===== config.mk =====
export PLATFORM = sky130hd
export DESIGN_NAME = priority_scanner_flat
export DESIGN_NICKNAME = d
export VERILOG_FILES = /design/src/rtl/priority_scanner_if.sv /design/src/rtl/priority_scanner.sv /design/src/flat_wrapper.sv
export SDC_FILE = /design/constraint.sdc
export NUM_CORES = 1
export LEC_CHECK = 0
export BUFFER_PORTS_ARGS = -buffer_cell sky130_fd_sc_hd__buf_2
export CAP_MARGIN = 20
export CORE_MARGIN = 2
export CORE_UTILIZATION = 35
export DETAILED_ROUTE_END_ITERATION = 8
export GPL_TIMING_DRIVEN = 0
export HOLD_SLACK_MARGIN = 0.08
export PLACE_DENSITY = 0.62
export SLEW_MARGIN = 20
export SYNTH_ARGS = -nofsm -noshare
export SYNTH_HDL_FRONTEND = slang
export SYNTH_SLANG_ARGS = --single-unit

===== constraint.sdc =====
create_clock -name clk -period 9.3 [get_ports clk]
set_input_delay 1.86 -clock clk [delete_from_list [all_inputs] [get_ports clk]]
set_output_delay 1.86 -clock clk [all_outputs]
set_load 0.02 [all_outputs]

===== src/rtl/priority_scanner_if.sv =====
// -----------------------------------------------------------------------------
// priority_scanner_if
// Handshake bundle between a request producer / index consumer and
// priority_scanner.
//   in_valid / in_ready / in_data      : request vector handshake
//   out_valid / out_ready              : index beat handshake
//   out_index / out_last / out_null    : beat payload
//   flush                              : synchronous abort of pending bits
// Modports: master = producer/consumer side, slave = priority_scanner side.
// -----------------------------------------------------------------------------
interface priority_scanner_if #(
   parameter int WIDTH = 16,
   parameter int IDXW  = (WIDTH > 1) ? $clog2(WIDTH) : 1
);
   logic             in_valid;
   logic             in_ready;
   logic [WIDTH-1:0] in_data;
   logic             out_valid;
   logic             out_ready;
   logic [IDXW-1:0]  out_index;
   logic             out_last;
   logic             out_null;
   logic             flush;

   modport master (
      output in_valid, in_data, out_ready, flush,
      input  in_ready, out_valid, out_index, out_last, out_null
   );

   modport slave (
      input  in_valid, in_data, out_ready, flush,
      output in_ready, out_valid, out_index, out_last, out_null
   );
endinterface


===== src/rtl/priority_scanner.sv =====
// -----------------------------------------------------------------------------
// priority_scanner
// Accepts a multi-hot request vector and emits the index of every set bit,
// one per beat, highest-first (MSB_FIRST=1) or lowest-first (MSB_FIRST=0).
// An all-zero vector produces a single "null" beat. A new vector may be
// accepted on the cycle the last beat transfers, so there is no bubble.
// Ports:
//   clk  : rising-edge clock
//   rst  : synchronous active-high reset
//   sif  : priority_scanner_if.slave (vector in, index beats out, flush)
// -----------------------------------------------------------------------------
module priority_scanner #(
   parameter int WIDTH     = 16,
   parameter int MSB_FIRST = 1,
   parameter int IDXW      = (WIDTH > 1) ? $clog2(WIDTH) : 1
) (
   input  logic               clk,
   input  logic               rst,
   priority_scanner_if.slave  sif
);

   typedef enum logic {IDLE, SCAN} state_t;

   state_t           r_state;
   logic [WIDTH-1:0] r_pending;
   logic             r_null;

   state_t           w_state_nxt;
   logic [WIDTH-1:0] w_pending_nxt;
   logic             w_null_nxt;
   logic [IDXW-1:0]  w_sel;
   logic [WIDTH-1:0] w_sel_mask;
   logic             w_single;
   logic             w_out_valid;
   logic             w_out_last;
   logic             w_in_ready;
   logic             w_out_xfer;

   // Single-cycle find-first-set over pending. The loop runs in the direction
   // where the last match seen is the highest-priority bit.
   always_comb begin
      // NOTE: every always_comb output gets a default first so no path can
      // leave it unassigned and infer a latch.
      w_sel = '0;
      if (MSB_FIRST != 0) begin
         for (int i = 0; i < WIDTH; i++)
            if (r_pending[i]) w_sel = IDXW'(i);
      end else begin
         for (int i = WIDTH - 1; i >= 0; i--)
            if (r_pending[i]) w_sel = IDXW'(i);
      end
   end

   assign w_sel_mask = WIDTH'(1) << w_sel;

   // Exactly one bit set: non-zero and clearing the lowest set bit leaves zero.
   assign w_single = (r_pending != '0) &&
                     ((r_pending & (r_pending - WIDTH'(1))) == '0);

   // Outputs are decoded from state only; rst/flush suppress the beat so a
   // beat is never counted as transferred during an abort cycle.
   assign w_out_valid = (r_state == SCAN) && !rst && !sif.flush;
   assign w_out_last  = (r_state == SCAN) && (w_single || r_null);
   assign w_out_xfer  = w_out_valid && sif.out_ready;
   assign w_in_ready  = !rst && !sif.flush &&
                        ((r_state == IDLE) || (w_out_xfer && w_out_last));

   assign sif.out_valid = w_out_valid;
   assign sif.out_last  = w_out_last;
   assign sif.out_null  = (r_state == SCAN) && r_null;
   assign sif.out_index = r_null ? '0 : w_sel;
   assign sif.in_ready  = w_in_ready;

   always_comb begin
      w_state_nxt   = r_state;
      w_pending_nxt = r_pending;
      w_null_nxt    = r_null;

      if (w_out_xfer) begin
         w_pending_nxt = r_pending & ~w_sel_mask;
         if (w_out_last) begin
            w_state_nxt = IDLE;
            w_null_nxt  = 1'b0;
         end
      end

      // A vector accepted on the last-beat cycle overrides the return to IDLE.
      if (sif.in_valid && w_in_ready) begin
         w_state_nxt   = SCAN;
         w_pending_nxt = sif.in_data;
         w_null_nxt    = (sif.in_data == '0);
      end

      if (sif.flush) begin
         w_state_nxt   = IDLE;
         w_pending_nxt = '0;
         w_null_nxt    = 1'b0;
      end
   end

   always_ff @(posedge clk) begin
      // NOTE: state registers use non-blocking assignments so every flop
      // samples the pre-edge values regardless of statement order.
      if (rst) begin
         r_state   <= IDLE;
         r_pending <= '0;
         r_null    <= 1'b0;
      end else begin
         r_state   <= w_state_nxt;
         r_pending <= w_pending_nxt;
         r_null    <= w_null_nxt;
      end
   end

endmodule

===== src/flat_wrapper.sv =====
// flat-port wrapper written by rule: the top's interface ports become plain ports
module priority_scanner_flat 
#(
   parameter int WIDTH     = 16,
   parameter int MSB_FIRST = 1,
   parameter int IDXW      = (WIDTH > 1) ? $clog2(WIDTH) : 1
)
  (clk, rst, sif_in_valid, sif_in_data, sif_out_ready, sif_flush, sif_in_ready, sif_out_valid, sif_out_index, sif_out_last, sif_out_null);
  priority_scanner_if #(.WIDTH(WIDTH), .IDXW(IDXW)) sif_i ();
  input  logic clk;
  input  logic rst;
  input wire logic [$bits(sif_i.in_valid)-1:0] sif_in_valid;
  input wire logic [$bits(sif_i.in_data)-1:0] sif_in_data;
  input wire logic [$bits(sif_i.out_ready)-1:0] sif_out_ready;
  input wire logic [$bits(sif_i.flush)-1:0] sif_flush;
  output wire logic [$bits(sif_i.in_ready)-1:0] sif_in_ready;
  output wire logic [$bits(sif_i.out_valid)-1:0] sif_out_valid;
  output wire logic [$bits(sif_i.out_index)-1:0] sif_out_index;
  output wire logic [$bits(sif_i.out_last)-1:0] sif_out_last;
  output wire logic [$bits(sif_i.out_null)-1:0] sif_out_null;
  assign sif_i.in_valid = sif_in_valid;
  assign sif_i.in_data = sif_in_data;
  assign sif_i.out_ready = sif_out_ready;
  assign sif_i.flush = sif_flush;
  assign sif_in_ready = sif_i.in_ready;
  assign sif_out_valid = sif_i.out_valid;
  assign sif_out_index = sif_i.out_index;
  assign sif_out_last = sif_i.out_last;
  assign sif_out_null = sif_i.out_null;
  priority_scanner #(.WIDTH(WIDTH), .MSB_FIRST(MSB_FIRST), .IDXW(IDXW)) u_core (.clk(clk), .rst(rst), .sif(sif_i));
endmodule

== Yosys cells after proc, flatten, opt, wreduce, memory -nomap -nowiden ==
Index checks and enable logic that the tools add are counted.

* Flip-flop bits (word level): 18
* Bits in latches: 0
* Memory bits (writable): 0
* ROM bits: 0
* Bits of input ports: 21
* Output and inout bits: 8
* Word-level logic and storage cells: 52
* Memories kept: 0

* $add $sub $neg: 1
* Multiply operators: 0
* Div/mod/pow operators: 0
* Magnitude comparators: 0
* Equality and inequality tests: 0
* Shifts and indexed selects: 1
* Muxes and demuxes: 22
* Bitwise operators: 4
* Reductions and logical operators: 21

{| class="wikitable"
|+ Operators with widths
! kind !! number
|-
| 4-bit two-way mux || 15
|-
| 16-bit bitwise AND || 2
|-
| 16-bit zero test || 2
|-
| 16-bit two-way mux || 2
|-
| 16-bit NOT || 1
|-
| 16-bit nonzero test || 1
|-
| 1-bit by 4-bit left shift with 16-bit output (first input constant) || 1
|-
| 16-bit by 1-bit subtractor with 16-bit output (second input constant) || 1
|-
| 1-bit logical AND || 10
|-
| 1-bit two-way mux || 5
|-
| 2-bit nonzero test || 2
|-
| 1-bit zero test || 2
|-
| 1-bit logical OR || 2
|-
| 2-bit AND reduction || 1
|-
| 2-bit OR reduction || 1
|-
| 1-bit NOT || 1
|}

== Logic depth before layout (Yosys ltp) ==
Gate-level depths: netlist (run 1).

* Depth in word-level cells: 20
* Gate-level depth with buffers: 10
* Mapped depth without buffers: 6

== Worst setup path before layout (run 1) ==
Ideal clock, no wire load.

* Path type: register -> output
* Start: register u_core.r_pending[4]
* End: output sif_out_last
* Arrival: 2.815 ns
* Data required time: 7.440 ns
* Slack: 4.625 ns
* Stages on the path, launching flop included: 8
* Buffers on the path: 2
* Path through: dfxtp_1 or4_1 buf_2 or3_1 o31a_1 or4_1 buf_2 a21boi_0

* Longest elaborated chain between the ends: 6
* Elaborated cells between the ends (all ways): 7
* Classes of those cells: add/sub (1); bitwise (1); reduce/logical (5)

{| class="wikitable"
|+ Ends and longest elaborated chain
! what !! RTL line !! text
|-
| from (decl) || priority_scanner.sv:25 || <nowiki>logic [WIDTH-1:0] r_pending;</nowiki>
|-
| from (signal assigned) || priority_scanner.sv:110 || <nowiki>r_pending <= w_pending_nxt;</nowiki>
|-
| 16-bit by 1-bit subtractor with 16-bit output || priority_scanner.sv:58 || <nowiki>((r_pending & (r_pending - WIDTH'(1))) == '0);</nowiki>
|-
| 16-bit bitwise AND || priority_scanner.sv:58 ||
|-
| 16-bit zero test || priority_scanner.sv:58 ||
|-
| 1-bit logical AND * || priority_scanner.sv:57 || <nowiki>assign w_single = (r_pending != '0) &&</nowiki>
|-
| 1-bit logical OR * || priority_scanner.sv:63 || <nowiki>assign w_out_last = (r_state == SCAN) && (w_single || r_null);</nowiki>
|-
| 1-bit logical AND * || priority_scanner.sv:63 ||
|-
| to (decl) || flat_wrapper.sv:19 || <nowiki>output wire logic [$bits(sif_i.out_last)-1:0] sif_out_last;</nowiki>
|}

Every way passes the cells marked *; elsewhere a longest branch is shown, timed or not.

== Worst setup path after layout (run 1) ==
* Start: register u_core.r_pending[4]
* End: output sif_in_ready

* Longest elaborated chain between the ends: 9
* Elaborated cells between the ends (all ways): 10
* Classes of those cells: add/sub (1); bitwise (1); reduce/logical (8)

{| class="wikitable"
|+ Ends and longest elaborated chain
! what !! RTL line !! text
|-
| 16-bit by 1-bit subtractor with 16-bit output || priority_scanner.sv:58 ||
|-
| 16-bit bitwise AND || priority_scanner.sv:58 ||
|-
| 16-bit zero test || priority_scanner.sv:58 ||
|-
| 1-bit logical AND * || priority_scanner.sv:57 ||
|-
| 1-bit logical OR * || priority_scanner.sv:63 ||
|-
| 1-bit logical AND * || priority_scanner.sv:63 ||
|-
| 1-bit logical AND * || priority_scanner.sv:66 || <nowiki>((r_state == IDLE) || (w_out_xfer && w_out_last));</nowiki>
|-
| 1-bit logical OR * || priority_scanner.sv:66 ||
|-
| 1-bit logical AND * || priority_scanner.sv:65 || <nowiki>assign w_in_ready = !rst && !sif.flush &&</nowiki>
|-
| to (decl) || flat_wrapper.sv:16 || <nowiki>output wire logic [$bits(sif_i.in_ready)-1:0] sif_in_ready;</nowiki>
|}

Marks and branches as above.

==> results.cfg, run 1 <==
[status]
status = finished clean

[die]
fp.dieW_um = 66.0
core-area_sq_mm = 0.00369
ios = 29
num_rows = 22
die_height_um = 66.0
die_area_sq_mm = 0.00436
initial_core_util = 0.365

[logic_synthesis]
synthCells = 169
synth_seq_cells = 18
syn_area_sq_mm = 0.00135
synth_cell_types = 40
ys_seq_area_frac = 0.268
synthArstFlopShare = 0
yosys_warnings = 0
syn_area_per_cell_sq_um = 7.97
synth-edff-count = 0
synthFlopType = dfxtp_1
syn_nets = 190

[sta]
rsz0062_at_grt = no
worstMarginPinSlew_ns = 0.748
finalHoldViolCount = 0
slew_headroom = 0.497
hold_ws_ns = 0.553
finClkSkew_ns = 0.00354
finalMaxSlewViolations = 0
finalCritPeriodShare = 0.555
finalSetupViolCount = 0
setup-tns-final_ns = 0
clock.fmax_mhz = 194
fin_crit_ns = 5.17

[final_layout]
layout_common_cells = buf_2 (30), dfxtp_1 (18), inv_1 (17)
ff_latch_area_sq_um = 360
antenna_cells = 0
final_common_cell = buf_2
syn2layout_area_growth_pct = 19.0
nFillCells = 395
final_nets = 223
multi_input_area_sq_um = 867
drive_above_1_share = 0.214

[clocking]
post_cts_buffers = 0
clock_sinks = 18
clock-root-buffer = clkbuf_8
clockBufferDepth = 2
tritoncts = yes
clock_latency_ns = 0.25
clk_pin_slew_ns = 0.08
cts_buffers = 3
cts-resized-gates = 0
cts_hold_buf = 0
htreeDepth = 1

[global_routing]
grt_max_degree = 11
grt_pass1_wl_mm = 6.04
antenna_found_initial = 0
overflow = 0
grt_use_total = 0.178
grt_pass1_vias = 1266

[drt]
drt_wl_total_mm = 3.71
drtIter0Drc = 75
drt_pass1_iterations = 4
drc = 0
vias_per_cell = 5.68
num_vias = 1415
ant_nets = 0
drt-wirelength-per-cell_um = 14.9

[power]
p_leak_nw = 0.672
power_switching_uw = 69.1
p_int_uw = 142
power.density_mw_per_mm2 = 132
switching_share = 0.327
p_clk_frac = 0.311
seq_power_share = 0.400
p_comb_frac = 0.289
irDropWorstVdd_uv = 75.1

[setup_path]
slowest_stage = or4_1
required_ns = 7.44
crit_chain = or4_1, buf_2, or3_1, o31a_1, or4_1, buf_2, o21ai_0, and2_1, buf_2
crit_family = simple AND/OR/NAND/NOR gates
worstSetupPathType = flip-flop to primary output
cp-end-kind = primary output
critical_path_buf_inv_count = 3
crit_path_frequent_cell = buf_2
critPathMaxFanout = 10
critPathLaunchType = flip-flop
cpPeakStageDelay_ns = 0.56
worstPathArrival_ns = 3.31

[place]
place_hpwl_mm = 2.90
finalWeightedCongestion = 0.869
port_buffers = 28

[hold_path]
min_path_type = flip-flop to flip-flop

[run]
maxCapViolCount = 0
-- cell usage after synthesis, types with 2 or more instances --
master | number | area (sq um)
nor2_1 | 12 | 45.0
dfxtp_1 | 18 | 360
mux2_4 | 5 | 75.1
and2_1 | 8 | 50.1
a21oi_1 | 6 | 30.0
o22ai_1 | 8 | 50.1
clkbuf_1 | 6 | 22.5
or3_1 | 5 | 31.3
nor3_1 | 4 | 20.0
nor4b_1 | 2 | 17.5
nand4_1 | 4 | 25.0
mux2i_1 | 4 | 40.0
or4_1 | 4 | 30.0
nor4_1 | 5 | 31.3
nand2_1 | 5 | 18.8
nand2b_1 | 2 | 12.5
o41ai_1 | 2 | 17.5
o311ai_0 | 8 | 70.1
a211oi_1 | 2 | 15.0
o21ai_0 | 6 | 30.0
a2111oi_0 | 3 | 26.3
a21boi_0 | 2 | 15.0
o211ai_1 | 2 | 15.0
buf_6 | 2 | 22.5
buf_2 | 2 | 10.0
o311a_1 | 3 | 30.0
o31a_1 | 5 | 43.8
or2_2 | 2 | 12.5
maj3_1 | 2 | 20.0
o21a_1 | 3 | 22.5
inv_1 | 17 | 63.8
a31oi_1 | 2 | 12.5
-- logic make-up (layout without fill, tap and decap cells) --
kind of cell / Yosys count / in the layout / share of synthesized area
AO/OA/AOI/OAI: 57 / 57 / 0.309
AND/OR/NAND/NOR: 56 / 56 / 0.235
buffers and inverters: 27 / 59 / 0.0883
flip-flops: 18 / 18 / 0.268
multiplexers: 9 / 9 / 0.0855
adder cells (fa/ha/maj): 2 / 2 / 0.0149
-- power by group through the flow --
stage                     logic (mW)  clock network [mW]  registers (mW)
after floorplan               0.0426                   0          0.0848
after global placement        0.0606                   0          0.0862
after detailed placement      0.0603                   0          0.0862
after CTS                     0.0606              0.0672          0.0844
after global routing          0.0663              0.0702          0.0851
final                         0.0611              0.0657          0.0845
-- worst min-delay path, cell delays in order (launching register included) --
cell	delay (ns)
dfxtp_1	0.34
o311ai_0	0.09
mux2i_1	0.07
-- metal layers --
metal | up-vias | part of all wire | GRT usage
li1 | 718 | - | -
met1 | 664 | 0.48 | 0.247
met2 | 31 | 0.46 | 0.299
met3 | 2 | 0.046 | 0.0170
met4 | 0 | 0.0054 | 0.0383
met5 | - | 0 | 0
-- per-stage QoR --
step	util	area (sq um)	power, mW	std cells	worst slack, ns
after floorplan	-	1350	0.127	169	4.63
after global placement	0.419	1550	0.147	245	4.16
after detailed placement	0.419	1550	0.147	245	4.21
after CTS	0.434	1600	0.212	249	4.16
after global routing	0.434	1600	0.222	249	4.02
final	0.434	1600	0.211	249	4.13
-- cell type report --
type                            instances  share of cell area
Multi-Input combinational cell        124               0.541
Sequential cell                        18               0.225
Timing Repair Buffer                   28              0.0875
Inverter                               17              0.0398
Tap cell                               48              0.0375
Clock buffer                            4              0.0344
Buffer                                 10              0.0344
-- state kept, by name, indices dropped and copies added (netlist names) --
signal	flops
u_core.r_pending	16
u_core.r_state	1
u_core.r_null	1
-- final timing paths --
kind,start,end,slack (ns),cells after the start
worst max-delay path,u_core.r_pending[4]$_SDFFE_PP0P_,sif_in_ready,4.13,9
worst min-delay path,u_core.r_pending[1]$_SDFFE_PP0P_,u_core.r_pending[1]$_SDFFE_PP0P_,0.55,2
worst max register to register,u_core.r_pending[4]$_SDFFE_PP0P_,u_core.r_pending[9]$_SDFFE_PP0P_,5.92,9
worst min register to register,u_core.r_pending[1]$_SDFFE_PP0P_,u_core.r_pending[1]$_SDFFE_PP0P_,0.55,2
(Power assumes the default switching activity.)
==> run 2: changes to the inputs <==
PLACE_DENSITY = 0.64   (was 0.62)
clock period = 4.3 ns   (was 9.3 ns; I/O delays follow)
==> run 2 against run 1 <==
Effect of this change: clock skew is 0.0011 ns lower; global-route usage increased by 0.97 points; combinational power increased by 120%; power grew 120%; via count grew 3.7%; hold slack better by 0.038 ns; critical path depth is the same; largest cell class unchanged; highest routed layer unchanged.
==> results.cfg, run 2 (synthesis gave the netlist of run 1 again) <==
[power]
p_leak_nw = 0.672
p_int_uw = 307
p_clk_frac = 0.314
power_uw = 462
switching_share = 0.334
power_switching_uw = 154
p_comb_frac = 0.290
power.density_mw_per_mm2 = 288
seq_power_share = 0.396
irDropWorstVdd_uv = 211

[sta]
hold_ws_ns = 0.591
fin_ws_ns = 0.198
finalSetupViolCount = 0
setup-tns-final_ns = 0
finalCritPeriodShare = 0.954
fin_crit_ns = 4.10
finalMaxSlewViolations = 0
slew_headroom = 0.458
finalHoldViolCount = 0
rsz0062_at_grt = no
clock.fmax_mhz = 244
worstMarginPinSlew_ns = 0.805
finClkSkew_ns = 0.00241

[final_layout]
drive_above_1_share = 0.214
regMostFlops = u_core.r_pending
final_area_sq_mm = 0.00160
antenna_cells = 0
final_common_cell = buf_2
syn2layout_area_growth_pct = 19.0
fin_util = 0.434
fin_cells = 249
final_nets = 223
largest_register_ffs = 16
layout_common_cells = buf_2 (30), dfxtp_1 (18), inv_1 (17)
nFillCells = 405
reg.largest.list = u_core.r_pending: 16 flops, u_core.r_null: 1 flops, u_core.r_state: 1 flops

[clocking]
cts_hold_buf = 0
clk_pin_slew_ns = 0.07
clock_latency_ns = 0.26
tritoncts = yes
clock_sinks = 18
clock-root-buffer = clkbuf_8
cts-resized-gates = 0
cts_buffers = 3
clockBufferDepth = 2
htreeDepth = 1
post_cts_buffers = 0

[global_routing]
grt_pass1_vias = 1325
overflow = 0
antenna_found_initial = 0
grt_pass1_wl_mm = 6.30
grt_use_total = 0.188
grt_max_degree = 11

[die]
die_height_um = 66.0
num_rows = 22
ios = 29
initial_core_util = 0.365
core-area_sq_mm = 0.00369
fp.dieW_um = 66.0
die_area_sq_mm = 0.00436

[place]
dpl_cell_area_sq_mm = 0.00155
port_buffers = 28
dp.cells = 245
place_ws_ns = 0.507
place_hpwl_mm = 2.91
finalWeightedCongestion = 0.870

[setup_path]
crit_path_frequent_cell = buf_2
cp-end-kind = primary output
critPathLaunchType = flip-flop
regToRegSetupSlack_ns = 0.97
worstPathArrival_ns = 3.24
crit_chain = or4_1, buf_2, or3_1, o31a_1, or4_1, buf_2, o21ai_0, and2_1, buf_2
cpPeakStageDelay_ns = 0.53
worstSetupPathType = flip-flop to primary output
critPathMaxFanout = 10
slowest_stage = or4_1
required_ns = 3.44

[drt]
drc = 0
drt_pass1_iterations = 4
drtIter0Drc = 63
num_vias = 1467
vias_per_cell = 5.89
ant_nets = 0
drt_wl_total_mm = 3.87
drt-wirelength-per-cell_um = 15.6

[hold_path]
min_path_type = flip-flop to flip-flop

[run]
maxCapViolCount = 0

[status]
status = finished clean
-- run 2: cell counts in the layout (fill, tap and decap cells not counted) --
Identical to the previous run, type by type.
-- run 2: path summary, 6_finish.rpt --
kind,start,end,cells after the start
max reg2reg,u_core.r_pending[4]$_SDFFE_PP0P_,u_core.r_pending[1]$_SDFFE_PP0P_,10
max,u_core.r_pending[4]$_SDFFE_PP0P_,sif_in_ready,9
min,u_core.r_pending[5]$_SDFFE_PP0P_,u_core.r_pending[5]$_SDFFE_PP0P_,2
min reg2reg,u_core.r_pending[5]$_SDFFE_PP0P_,u_core.r_pending[5]$_SDFFE_PP0P_,2
-- run 2: cell type report --
cell class	count	area, sq um	area share
Clock buffer	4	55.1	0.0344
Inverter	17	63.8	0.0398
Buffer	10	55.1	0.0344
Timing Repair Buffer	28	140	0.0875
Tap cell	48	60.1	0.0375
Sequential cell	18	360	0.225
Multi-Input combinational cell	124	867	0.541
-- run 2: power groups by stage --
stage,combinational (mW),sequential [mW],clock [mW]
final,0.134,0.183,0.145
after global routing,0.147,0.184,0.149
after CTS,0.133,0.182,0.144
after detailed placement,0.132,0.186,0
after global placement,0.132,0.186,0
after floorplan,0.0921,0.183,0
-- run 2: routing by layer --
layer / track usage / vias up / wire length, um
li1: - / 722 / -
met1: 0.248 / 682 / 1690
met2: 0.322 / 61 / 1880
met3: 0.0273 / 2 / 278
met4: 0.0434 / 0 / 20
met5: 0 / - / 0
-- run 2: critical path: cells and delay by family (launching register included) --
family,cells,cell delay (ns)
simple gates,4,1.58
buf+inv,3,0.53
compound gates,2,0.48
flops,1,0.38
==> run 3: changes to the inputs <==
ABC_AREA = 1   (was default)
HOLD_SLACK_MARGIN = default   (was 0.08)
==> run 3 against run 2 <==
Effect of this change: clock skew grew 0.00074 ns; maximum frequency grew 30%; die area grew 2.4%; clock-buffer cell count is the same; global-route usage shrank 1.5 points; routed wire length shrank 11%; first-iteration DRC count grew 41%; hold slack lost 0.11 ns; power shrank 11%; core utilization grew 0.59 points; clock power shrank 8%; flip-flop and latch count is the same; largest power group unchanged.
==> results.cfg, run 3 <==
[drt]
drt_pass1_iterations = 4
drc = 0
wl_met1_mm = 1.68
drt_wl_total_mm = 3.44
drt-wirelength-per-cell_um = 11.0
drtIter0Drc = 89
wl_met3_um = 102
met2_length_mm = 1.64
num_vias = 1494
vias_per_cell = 4.77
ant_nets = 0
dr.max_layer_used = met4

[clocking]
cts_hold_buf = 0
clk_pin_slew_ns = 0.07
clock_sinks = 18
cts-resized-gates = 0
post_cts_buffers = 0
clockBufferDepth = 2
clock_latency_ns = 0.24
htreeDepth = 1
tritoncts = yes
clock-root-buffer = clkbuf_8
cts_buffers = 3

[die]
fp.dieW_um = 66.8
core-area_sq_mm = 0.00372
ios = 29
initial_core_util = 0.371
die_area_sq_mm = 0.00446
num_rows = 22
die_height_um = 66.8

[logic_synthesis]
syn_area_per_cell_sq_um = 5.92
yosys-top-cells-count = nand2_1 (61), inv_1 (38), nor2_1 (31)
synth-edff-count = 0
synthArstFlopShare = 0
synthCells = 233
synth_seq_cells = 18
yosys_warnings = 0
ys_seq_area_frac = 0.261
synth_cell_types = 26
yosysTopAreaCellShare = 0.261
synth.top_cells.by_area = dfxtp_1 (26%), nand2_1 (17%), inv_1 (10%)
syn_area_sq_mm = 0.00138
yosys.area.top_type = dfxtp_1
synthFlopType = dfxtp_1
post-synth-top-count-cell = nand2_1
syn_nets = 254

[global_routing]
antenna_found_initial = 0
grt_pass1_wl_mm = 5.98
grt_pass1_vias = 1349
grt_max_degree = 11
overflow = 0
grt_use_total = 0.173

[place]
place_hpwl_mm = 2.91
port_buffers = 28
finalWeightedCongestion = 0.851
dpl_cell_area_sq_mm = 0.00158

[run]
maxCapViolCount = 0

[setup_path]
worstSetupPathType = input port to primary output
r2r_start = u_core.r_pending[0]$_SDFFE_PP0P_
r2r_end = u_core.r_pending[9]$_SDFFE_PP0P_
crit_chain = buf_2, nor2_2, inv_1, nor2_1, nand2_1, inv_1, nand2_4, a21oi_1, buf_2
worstPathArrival_ns = 2.30
regToRegSetupSlack_ns = 2.16
required_ns = 3.44
slowest_stage = nor2_2
worstRegToRegCells = 17
cpPeakStageDelay_ns = 0.27
critPathLaunchType = input port
cp-end-kind = primary output
critPathMaxFanout = 7

[final_layout]
antenna_cells = 0
drive_above_1_share = 0.174
final_common_cell = nand2_1
final_nets = 287
layout_common_cells = nand2_1 (61), inv_1 (38), nor2_1 (31)
reg.largest.list = u_core.r_pending: 16 flops, u_core.r_null: 1 flops, u_core.r_state: 1 flops
largest_register_ffs = 16
regMostFlops = u_core.r_pending
final_area_sq_mm = 0.00164
syn2layout_area_growth_pct = 18.5
fin_util = 0.440

[sta]
worstMarginPinSlew_ns = 0.453
slew_headroom = 0.697
hold_ws_ns = 0.482
finalHoldViolCount = 0
rsz0062_at_grt = no
clock.fmax_mhz = 317
finalMaxSlewViolations = 0
finClkSkew_ns = 0.00315
setup-tns-final_ns = 0
fin_crit_ns = 3.16
finalSetupViolCount = 0
finalCritPeriodShare = 0.734

[hold_path]
min_path_type = flip-flop to flip-flop
min_from = u_core.r_pending[3]$_SDFFE_PP0P_
worstHoldEndpoint = u_core.r_pending[3]$_SDFFE_PP0P_
holdPathStages = 2

[power]
irDropWorstVdd_uv = 183
p_leak_nw = 0.815
power.density_mw_per_mm2 = 252

[status]
status = finished clean
==> run 3: cell count changes in the layout (fill, tap and decap cells not counted), moves of 11 or more <==
cell / before / now
inv_1: 17 / 38
nand2_1: 5 / 61
nor2_1: 12 / 31
nand4_1: 4 / 15
==> run 3: final cells by class <==
| cell class | count | area, sq um |
|---|---|---|
| plain buffers | 5 | 35.0 |
| clock buffers | 4 | 55.1 |
| repair buffers | 28 | 140 |
| fillers | 430 | 2080 |
| multi-input cells | 171 | 838 |
| flip-flops and latches | 18 | 360 |
| well taps | 48 | 60.1 |
| inverters | 39 | 146 |
==> run 3: worst max-delay path, delay by kind of cell <==
| kind | cells | cell delay, ns |
|---|---|---|
| compound gates | 1 | 0.21 |
| buf+inv | 4 | 0.59 |
| simple gates | 4 | 0.62 |
==> run 3: how the worst max path moves through the flow <==
| stage | from | endpoint | cells after the start |
|---|---|---|---|
| after floorplan | rst | sif_in_ready | 7 |
| final | rst | sif_in_ready | 9 |
| after CTS | rst | sif_in_ready | 9 |
| after global routing | rst | sif_in_ready | 9 |
| after global placement | rst | sif_in_ready | 9 |
| after detailed placement | rst | sif_in_ready | 9 |
==> run 3: stage by stage <==
step	setup WS [ns]	power, mW	std cells
finish	1.14	0.412	313
global route	0.943	0.436	313
CTS	1.13	0.414	313
detailed placement	1.14	0.281	309
global placement	1.13	0.281	309
floorplan	1.10	0.249	233
==> run 3: power breakdown <==
group	internal (mW)	total (mW)	switching [mW]	leakage, nW
sequential	0.170	0.175	0.00459	0.146
combinational	0.0355	0.102	0.0669	0.640
clock	0.0811	0.134	0.0533	0.0288
total	0.287	0.412	0.125	0.815
==> run 3: cell families after synthesis <==
group / after synthesis / share of synthesized area
flops: 18 / 0.261
buf+inv: 44 / 0.131
simple gates: 131 / 0.451
compound gates: 40 / 0.157
==> run 3: metal layers <==
metal  vias up  GRT usage
met1       650      0.237
li1        817          -
met3         2     0.0169
met2        25      0.298
met5         -          0
met4         0     0.0306
